[src/rtl/alu_share_arbiter_if.sv]
// alu_share_arbiter_if
//   Bundles the requester, ALU and response signals of alu_share_arbiter.
//   master : arbiter side (accepts requests, drives the ALU bus and the response)
//   slave  : environment side (requesters, the combinational ALU, response consumer)
// Signals
//   req_valid/req_ready   per-requester handshake, one bit per requester
//   req_a/req_b           32-bit operands, requester i at [32*i+:32]
//   req_op                4-bit ALU op, requester i at [4*i+:4]
//   req_tag               opaque tag, requester i at [TAG_W*i+:TAG_W]
//   alu_a/alu_b/alu_op    operand/op bus to the shared ALU
//   alu_c/alu_z           ALU result and zero flag (combinational)
//   rsp_valid/rsp_ready   output register handshake
//   rsp_c/rsp_z/rsp_id/rsp_tag  registered result, zero flag, requester index, tag
interface alu_share_arbiter_if #(
    parameter int N_REQ = 2,
    parameter int TAG_W = 4
);
    localparam int ID_W = (N_REQ > 1) ? $clog2(N_REQ) : 1;

    logic [N_REQ-1:0]       req_valid;
    logic [N_REQ-1:0]       req_ready;
    logic [N_REQ*32-1:0]    req_a;
    logic [N_REQ*32-1:0]    req_b;
    logic [N_REQ*4-1:0]     req_op;
    logic [N_REQ*TAG_W-1:0] req_tag;

    logic [31:0]            alu_a;
    logic [31:0]            alu_b;
    logic [3:0]             alu_op;
    logic [31:0]            alu_c;
    logic                   alu_z;

    logic                   rsp_valid;
    logic                   rsp_ready;
    logic [31:0]            rsp_c;
    logic                   rsp_z;
    logic [ID_W-1:0]        rsp_id;
    logic [TAG_W-1:0]       rsp_tag;

    modport master (
        input  req_valid, req_a, req_b, req_op, req_tag,
        input  alu_c, alu_z,
        input  rsp_ready,
        output req_ready,
        output alu_a, alu_b, alu_op,
        output rsp_valid, rsp_c, rsp_z, rsp_id, rsp_tag
    );

    modport slave (
        output req_valid, req_a, req_b, req_op, req_tag,
        output alu_c, alu_z,
        output rsp_ready,
        input  req_ready,
        input  alu_a, alu_b, alu_op,
        input  rsp_valid, rsp_c, rsp_z, rsp_id, rsp_tag
    );
endinterface

[src/rtl/alu_share_arbiter.sv]
// alu_share_arbiter
//   Shares one combinational RV32I ALU between N_REQ requesters. A round-robin
//   arbiter picks one valid requester, drives its operands/op onto the ALU bus
//   and captures the ALU result into a single-entry output register.
// Ports
//   clk    rising-edge clock
//   rst_n  asynchronous active-low reset
//   bus    alu_share_arbiter_if.master: request, ALU and response signals
// Parameters
//   N_REQ  number of requesters (2..8); must match the interface instance
//   TAG_W  tag width; must match the interface instance
module alu_share_arbiter #(
    parameter int N_REQ = 2,
    parameter int TAG_W = 4
) (
    input  logic                  clk,
    input  logic                  rst_n,
    alu_share_arbiter_if.master   bus
);
    localparam int ID_W = (N_REQ > 1) ? $clog2(N_REQ) : 1;

    typedef enum logic {
        EMPTY = 1'b0,
        FULL  = 1'b1
    } rsp_state_e;

    rsp_state_e        state_q,   state_d;
    logic [ID_W-1:0]   rr_ptr_q,  rr_ptr_d;
    logic [31:0]       rsp_c_q,   rsp_c_d;
    logic              rsp_z_q,   rsp_z_d;
    logic [ID_W-1:0]   rsp_id_q,  rsp_id_d;
    logic [TAG_W-1:0]  rsp_tag_q, rsp_tag_d;

    logic              gnt_valid;
    logic [ID_W-1:0]   gnt_idx;
    logic [ID_W-1:0]   scan_idx;
    logic              can_accept;
    logic              accept;

    // Round-robin scan: starts at rr_ptr and wraps modulo N_REQ, so the most
    // recently served requester is considered last.
    always_comb begin
        gnt_valid = 1'b0;
        gnt_idx   = '0;
        scan_idx  = '0;
        for (int unsigned i = 0; i < N_REQ; i++) begin
            scan_idx = ID_W'((32'(rr_ptr_q) + i) % N_REQ);
            if (!gnt_valid && bus.req_valid[scan_idx]) begin
                gnt_valid = 1'b1;
                gnt_idx   = scan_idx;
            end
        end
    end

    // The register can take a new result when empty or when the held one
    // leaves in the same cycle, which gives full throughput without a bubble.
    assign can_accept = (state_q == EMPTY) || bus.rsp_ready;
    assign accept     = gnt_valid && can_accept;

    always_comb begin
        bus.req_ready = '0;
        if (accept) begin
            bus.req_ready[gnt_idx] = 1'b1;
        end
    end

    // Operands follow the grant even while the output register is stalled.
    always_comb begin
        bus.alu_a  = '0;
        bus.alu_b  = '0;
        bus.alu_op = '0;
        if (gnt_valid) begin
            bus.alu_a  = bus.req_a[32*gnt_idx +: 32];
            bus.alu_b  = bus.req_b[32*gnt_idx +: 32];
            bus.alu_op = bus.req_op[4*gnt_idx +: 4];
        end
    end

    always_comb begin
        state_d   = state_q;
        rr_ptr_d  = rr_ptr_q;
        rsp_c_d   = rsp_c_q;
        rsp_z_d   = rsp_z_q;
        rsp_id_d  = rsp_id_q;
        rsp_tag_d = rsp_tag_q;
        if (accept) begin
            state_d   = FULL;
            rsp_c_d   = bus.alu_c;
            rsp_z_d   = bus.alu_z;
            rsp_id_d  = gnt_idx;
            rsp_tag_d = bus.req_tag[TAG_W*gnt_idx +: TAG_W];
            rr_ptr_d  = ID_W'((32'(gnt_idx) + 1) % N_REQ);
        end else if (state_q == FULL && bus.rsp_ready) begin
            // Drain only: data fields keep their last value.
            state_d = EMPTY;
        end
    end

    always_ff @(posedge clk or negedge rst_n) begin
        if (!rst_n) begin
            state_q   <= EMPTY;
            rr_ptr_q  <= '0;
            rsp_c_q   <= '0;
            rsp_z_q   <= 1'b0;
            rsp_id_q  <= '0;
            rsp_tag_q <= '0;
        end else begin
            state_q   <= state_d;
            rr_ptr_q  <= rr_ptr_d;
            rsp_c_q   <= rsp_c_d;
            rsp_z_q   <= rsp_z_d;
            rsp_id_q  <= rsp_id_d;
            rsp_tag_q <= rsp_tag_d;
        end
    end

    assign bus.rsp_valid = (state_q == FULL);
    assign bus.rsp_c     = rsp_c_q;
    assign bus.rsp_z     = rsp_z_q;
    assign bus.rsp_id    = rsp_id_q;
    assign bus.rsp_tag   = rsp_tag_q;

    // At most one requester is ever told it was accepted.
    a_ready_onehot: assert property (@(posedge clk) disable iff (!rst_n)
        $onehot0(bus.req_ready));

    // A stalled response must not change under the consumer.
    a_rsp_stable: assert property (@(posedge clk) disable iff (!rst_n)
        (bus.rsp_valid && !bus.rsp_ready) |=>
        (bus.rsp_valid && $stable(bus.rsp_c) && $stable(bus.rsp_z) &&
         $stable(bus.rsp_id) && $stable(bus.rsp_tag)));

endmodule
[src/flat_wrapper.sv]
// flat-port wrapper written by rule: the top's interface ports become plain ports
module alu_share_arbiter_flat 
#(
    parameter int N_REQ = 2,
    parameter int TAG_W = 4
)
  (clk, rst_n, bus_req_valid, bus_req_a, bus_req_b, bus_req_op, bus_req_tag, bus_alu_c, bus_alu_z, bus_rsp_ready, bus_req_ready, bus_alu_a, bus_alu_b, bus_alu_op, bus_rsp_valid, bus_rsp_c, bus_rsp_z, bus_rsp_id, bus_rsp_tag);
  alu_share_arbiter_if #(.N_REQ(N_REQ), .TAG_W(TAG_W)) bus_i ();
  input  logic clk;
  input  logic rst_n;
  input wire logic [$bits(bus_i.req_valid)-1:0] bus_req_valid;
  input wire logic [$bits(bus_i.req_a)-1:0] bus_req_a;
  input wire logic [$bits(bus_i.req_b)-1:0] bus_req_b;
  input wire logic [$bits(bus_i.req_op)-1:0] bus_req_op;
  input wire logic [$bits(bus_i.req_tag)-1:0] bus_req_tag;
  input wire logic [$bits(bus_i.alu_c)-1:0] bus_alu_c;
  input wire logic [$bits(bus_i.alu_z)-1:0] bus_alu_z;
  input wire logic [$bits(bus_i.rsp_ready)-1:0] bus_rsp_ready;
  output wire logic [$bits(bus_i.req_ready)-1:0] bus_req_ready;
  output wire logic [$bits(bus_i.alu_a)-1:0] bus_alu_a;
  output wire logic [$bits(bus_i.alu_b)-1:0] bus_alu_b;
  output wire logic [$bits(bus_i.alu_op)-1:0] bus_alu_op;
  output wire logic [$bits(bus_i.rsp_valid)-1:0] bus_rsp_valid;
  output wire logic [$bits(bus_i.rsp_c)-1:0] bus_rsp_c;
  output wire logic [$bits(bus_i.rsp_z)-1:0] bus_rsp_z;
  output wire logic [$bits(bus_i.rsp_id)-1:0] bus_rsp_id;
  output wire logic [$bits(bus_i.rsp_tag)-1:0] bus_rsp_tag;
  assign bus_i.req_valid = bus_req_valid;
  assign bus_i.req_a = bus_req_a;
  assign bus_i.req_b = bus_req_b;
  assign bus_i.req_op = bus_req_op;
  assign bus_i.req_tag = bus_req_tag;
  assign bus_i.alu_c = bus_alu_c;
  assign bus_i.alu_z = bus_alu_z;
  assign bus_i.rsp_ready = bus_rsp_ready;
  assign bus_req_ready = bus_i.req_ready;
  assign bus_alu_a = bus_i.alu_a;
  assign bus_alu_b = bus_i.alu_b;
  assign bus_alu_op = bus_i.alu_op;
  assign bus_rsp_valid = bus_i.rsp_valid;
  assign bus_rsp_c = bus_i.rsp_c;
  assign bus_rsp_z = bus_i.rsp_z;
  assign bus_rsp_id = bus_i.rsp_id;
  assign bus_rsp_tag = bus_i.rsp_tag;
  alu_share_arbiter #(.N_REQ(N_REQ), .TAG_W(TAG_W)) u_core (.clk(clk), .rst_n(rst_n), .bus(bus_i));
endmodule
[config.mk]
export PLATFORM = sky130hd
export DESIGN_NAME = alu_share_arbiter_flat
export DESIGN_NICKNAME = d
export VERILOG_FILES = /design/src/rtl/alu_share_arbiter_if.sv /design/src/rtl/alu_share_arbiter.sv /design/src/flat_wrapper.sv
export SDC_FILE = /design/constraint.sdc
export NUM_CORES = 1
export LEC_CHECK = 0
export CAP_MARGIN = 10
export CORE_AREA = 2 2 112 114
export CTS_BUF_LIST = sky130_fd_sc_hd__clkbuf_4 sky130_fd_sc_hd__clkbuf_8
export DETAILED_ROUTE_END_ITERATION = 16
export DIE_AREA = 0 0 114 116
export DONT_BUFFER_PORTS = 1
export GPL_TIMING_DRIVEN = 0
export PLACE_DENSITY_LB_ADDON = 0.12
export SLEW_MARGIN = 10
export SYNTH_ARGS = -nofsm -noshare
export SYNTH_HDL_FRONTEND = slang
export SYNTH_SLANG_ARGS = --single-unit
[constraint.sdc]
create_clock -name clk -period 2.75 [get_ports clk]
set_input_delay 0.275 -clock clk [delete_from_list [all_inputs] [get_ports clk]]
set_output_delay 0.275 -clock clk [all_outputs]
set_load 0.01 [all_outputs]
After elaboration in Yosys (flattened, before gate mapping)
Index checks and enable logic that the tools add are counted.

$add $sub $neg: 2. Order comparisons: 4. Shifts and indexed selects: 4. Mux-type cells: 16. Bitwise logic cells: 1. Reductions and logical operators: 7.

Operators by type and width (number): indexed part select 64 x 7 -> 32 bit (2); 2-to-1 mux 32 bit (2); indexed part select 8 x 4 -> 4 bit (2); 2-to-1 mux 1 bit (11); less-than comparator 1 x 2 -> 1 bit, second input constant (3); logical AND 1 bit (4); 2-to-1 mux 4 bit (1); adder 1 bit, second input constant (2); 2-to-1 mux 2 bit (1); nonzero test 2 bit (1); demux 1 bit (select 1 bit) (1); greater-or-equal comparator 1 bit, second input constant (1); logical NOT 1 bit (1); logical OR 1 bit (1); NOT 1 bit (1).

Register bits after elaboration: 40. Input bits: 182. Output and inout bits: 109. Word-level logic and storage cells: 40.

Longest topological paths before layout
Depth after elaboration: 11. Mapped depth: 6.

Worst setup path after synthesis
Ideal clock, no wire load.

Kind: register to output. Start: register u_core.rr_ptr_q. End: output port bus_alu_a[12]. Arrival time: 1345 ps. Required time: 2475 ps. Setup slack: 1130 ps. Cell stages (with the launch flop): 6. Buffers on the path: 2. Path through: dfrtp_1 inv_2 clkbuf_1 clkbuf_1 o211ai_1 o21ai_0.

Longest elaborated chain between the ends: 8.

Ends and longest elaborated chain: start, declared (RTL line alu_share_arbiter.sv:28) `logic [ID_W-1:0] rr_ptr_q, rr_ptr_d;`; start signal, assigned (RTL line alu_share_arbiter.sv:109) `rr_ptr_q <= rr_ptr_d;`; 2-to-1 mux 1 bit (not written as such) (2 in a row) (RTL line alu_share_arbiter.sv:48) `if (!gnt_valid && bus.req_valid[scan_idx]) begin`; 2-to-1 mux 1 bit (RTL line alu_share_arbiter.sv:48); logical NOT 1 bit (RTL line alu_share_arbiter.sv:48); logical AND 1 bit (RTL line alu_share_arbiter.sv:48); 2-to-1 mux 1 bit (RTL line alu_share_arbiter.sv:48); indexed part select 64 x 7 -> 32 bit (RTL line alu_share_arbiter.sv:73) `bus.alu_a = bus.req_a[32*gnt_idx +: 32];`; 2-to-1 mux 32 bit (*) (RTL line alu_share_arbiter.sv:72) `if (gnt_valid) begin`; end, declared (RTL line flat_wrapper.sv:20) `output wire logic [$bits(bus_i.alu_a)-1:0] bus_alu_a;`.

Every way passes the cells marked *; elsewhere a longest branch is shown, timed or not. The select of a mux whose other input is x is not followed.

Worst setup path after layout
Same ends and word-level chain as after synthesis.

==> results.yml <==
critical_path:
  reg2reg_slack_ns: 0.96
  path_cells: "inv_2, clkbuf_1, clkbuf_1, o211ai_1, o21ai_0"
  cpPeakStageDelay_ns: 0.45
  crit_fanout: 10
  critical_path_arrival_ns: 2.14
  crit_top_cell: "clkbuf_1"
  crit_required_ns: 2.48
  worstSetupPathType: "flop to output port"
  cp.buffers_inverters: 3
  crit_path_end_kind: "output port"
  start_kind: "flop"
  cp_top_family: "buffers and inverters"
  slowest_stage: "dfrtp_1"
route:
  drc: 0
  wirelength_mm: 10.0
  drtAntennaViolNets: 0
  first_pass_iters: 4
  drtIter0Drc: 87
  wire_per_inst_um: 20.3
  vias_per_cell: 5.18
  vias: 2551
place:
  dpl_cell_area_sq_um: 2990
  dp_hpwl_mm: 8.33
  routabilityCongestion: 0.769
  place_inst: 482
  port_buffers: 0
logic_synthesis:
  syn_avg_cell_area_sq_um: 8.37
  synth_flop_cell: "dfrtp_1"
  synth.area.top_cells: "dfrtp_1, o211ai_1, mux2_2"
  synth_area_sq_um: 2800
  synth_edf_count: 0
  synth-seq-cells: 40
  netlist_instances: 335
  ys_seq_area_share_pct: 35.7
  ys_types: 23
  ys_warn_count: 0
  synth_top_area_share_pct: 35.7
  synth_nets: 517
  yosysTopAreaCell: "dfrtp_1"
  async_reset_ff_share_pct: 100
cts:
  cts_sinks: 40
  clock_path_buffers: 2
  clkTransAtPathRegs_ns: 0.08
  clkLatencyLatePin_ns: 0.29
  cts_tree: "built"
  clockRootBuffer: "clkbuf_8"
  numCtsBuffers: 5
  h-tree-depth: 2
power:
  power.density_nw_per_um2: 522
  seqPwrFrac_pct: 47.2
  p_total_mw: 1.63
  leakage_nw: 1.32
  switching_power_mw: 0.586
  p_int_mw: 1.04
  pwr-share-clk_pct: 25.2
  p_sw_share_pct: 36.0
  ir_drop_v: 0.000169
  pwr-share-comb_pct: 27.6
sta:
  tightest_slew_ns: 0.740
  fmax_mhz: 414
  period_needed_ns: 2.42
  slew_violations: 0
  setup_violations: 0
  relSlewSlack_pct: 50.5
  fin_crit_sh_pct: 87.9
  setup_tns_ns: 0
  rsz0062_at_grt: "no"
  hold_viol: 0
  finClkSkew_ns: 0.00577
grt:
  grt_pass1_wl_mm: 14.2
  grt_usage_pct: 13.8
  grt_pass1_vias: 2522
  grt_max_degree: 41
  overflow: 0
  antenna_found_initial: 0
layout:
  area_growth_pct: 11.1
  n_antenna_cell: 0
  layout-drive-gt1-share_pct: 14.2
  final_nets: 526
  final_cell_mix: "inv_1, o211ai_1, o21ai_0, dfrtp_1, mux2_2"
  final_cell_count_no_fill: 492
  final_design_area_no_fill_sq_um: 3120
  layout_commonest_cell: "inv_1"
floorplanning:
  rows: 40
  start_util_pct: 23.5
  fp.dieW_um: 114
  core-area_sq_um: 11900
  die_h_um: 116
  dieArea_sq_um: 13200
  ioPinCount: 291
outcome:
  outcome: "finished, final reports clean"
flow_run:
  drv_cap: 0
min_path:
  min-delay-path-class: "primary input to flop"
==> Yosys cell counts (2+ instances only) <==
master / number
inv_1: 73
o211ai_1: 68
o21ai_0: 64
dfrtp_1: 40
mux2_2: 29
clkbuf_1: 26
a2111oi_0: 4
a221o_1: 4
buf_6: 4
mux2_1: 4
o21ai_1: 4
buf_2: 2
inv_2: 2
nor2b_1: 2
==> cell type report <==
type	count	area (sq um)
sequential	40	1000
clock buffer	7	90.1
tap	147	184
multi-input combinational	186	1360
timing repair buffer	2	30.0
buffer	34	161
clock inverter	1	7.51
fill	1335	8800
inverter	75	282
==> sequential cells by signal, indices dropped and copies added, names as in the netlist <==
register,cells
u_core.bus.rsp_c,32
u_core.bus.rsp_tag,4
u_core.bus.rsp_id,1
u_core.bus.rsp_valid,1
u_core.bus.rsp_z,1
u_core.rr_ptr_q,1
==> final timing paths <==
path                                 startpoint                    end  cells past startpoint
max                             u_core.rr_ptr_q          bus_alu_a[12]                      5
min                            bus_req_valid[1]   u_core.bus.rsp_valid                      2
max reg2reg                u_core.bus.rsp_valid   u_core.bus.rsp_c[24]                      5
min reg2reg                   u_core.bus.rsp_id      u_core.bus.rsp_id                      1
max in group asynchronous                 rst_n  u_core.bus.rsp_tag[3]                      2
min in group asynchronous                 rst_n    u_core.bus.rsp_c[4]                      2
==> kinds of logic after synthesis <==
logic type             share of synthesized area [%]
muxes                                           13.3
buffers and inverters                           15.8
AOI/OAI and AO/OA                               34.2
DFF                                             35.7
and+or+nand+nor                                 1.03
==> through the flow <==
stage / hold slack, ns / utilization (%) / setup WS (ns)
after floorplan: -0.0206 / - / 1.13
after global routing: 0.100 / 26.2 / 0.107
final: 0.106 / 26.2 / 0.332
after global placement: -0.0195 / 25.1 / 0.641
after detailed placement: -0.0197 / 25.1 / 0.562
after CTS: 0.0975 / 26.2 / 0.266
==> power groups by stage <==
stage	clock, mW	combinational [mW]	sequential, mW
after global routing	0.465	0.503	0.781
after detailed placement	0	0.443	0.782
final	0.411	0.449	0.768
after CTS	0.438	0.461	0.769
after floorplan	0	0.351	0.762
after global placement	0	0.438	0.783
==> timing repair <==
action                     4_1_cts  5_1_grt
hold endpoints to repair        40        0
resized for setup                0        0
buffers inserted                 0        0
setup endpoints to repair        0        0
hold buffers                     2        0
==> metal layers <==
metal | wire (um) | part of all wire [%] | track usage (%) | up-vias
li1 | - | - | - | 1190
met4 | 108 | 1.1 | 3.17 | 0
met2 | 5180 | 52 | 25.2 | 163
met5 | 0 | 0 | 0 | -
met1 | 3750 | 38 | 15.9 | 1188
met3 | 956 | 9.6 | 4.03 | 10
No activity file was read; power rests on OpenSTA's default activity.
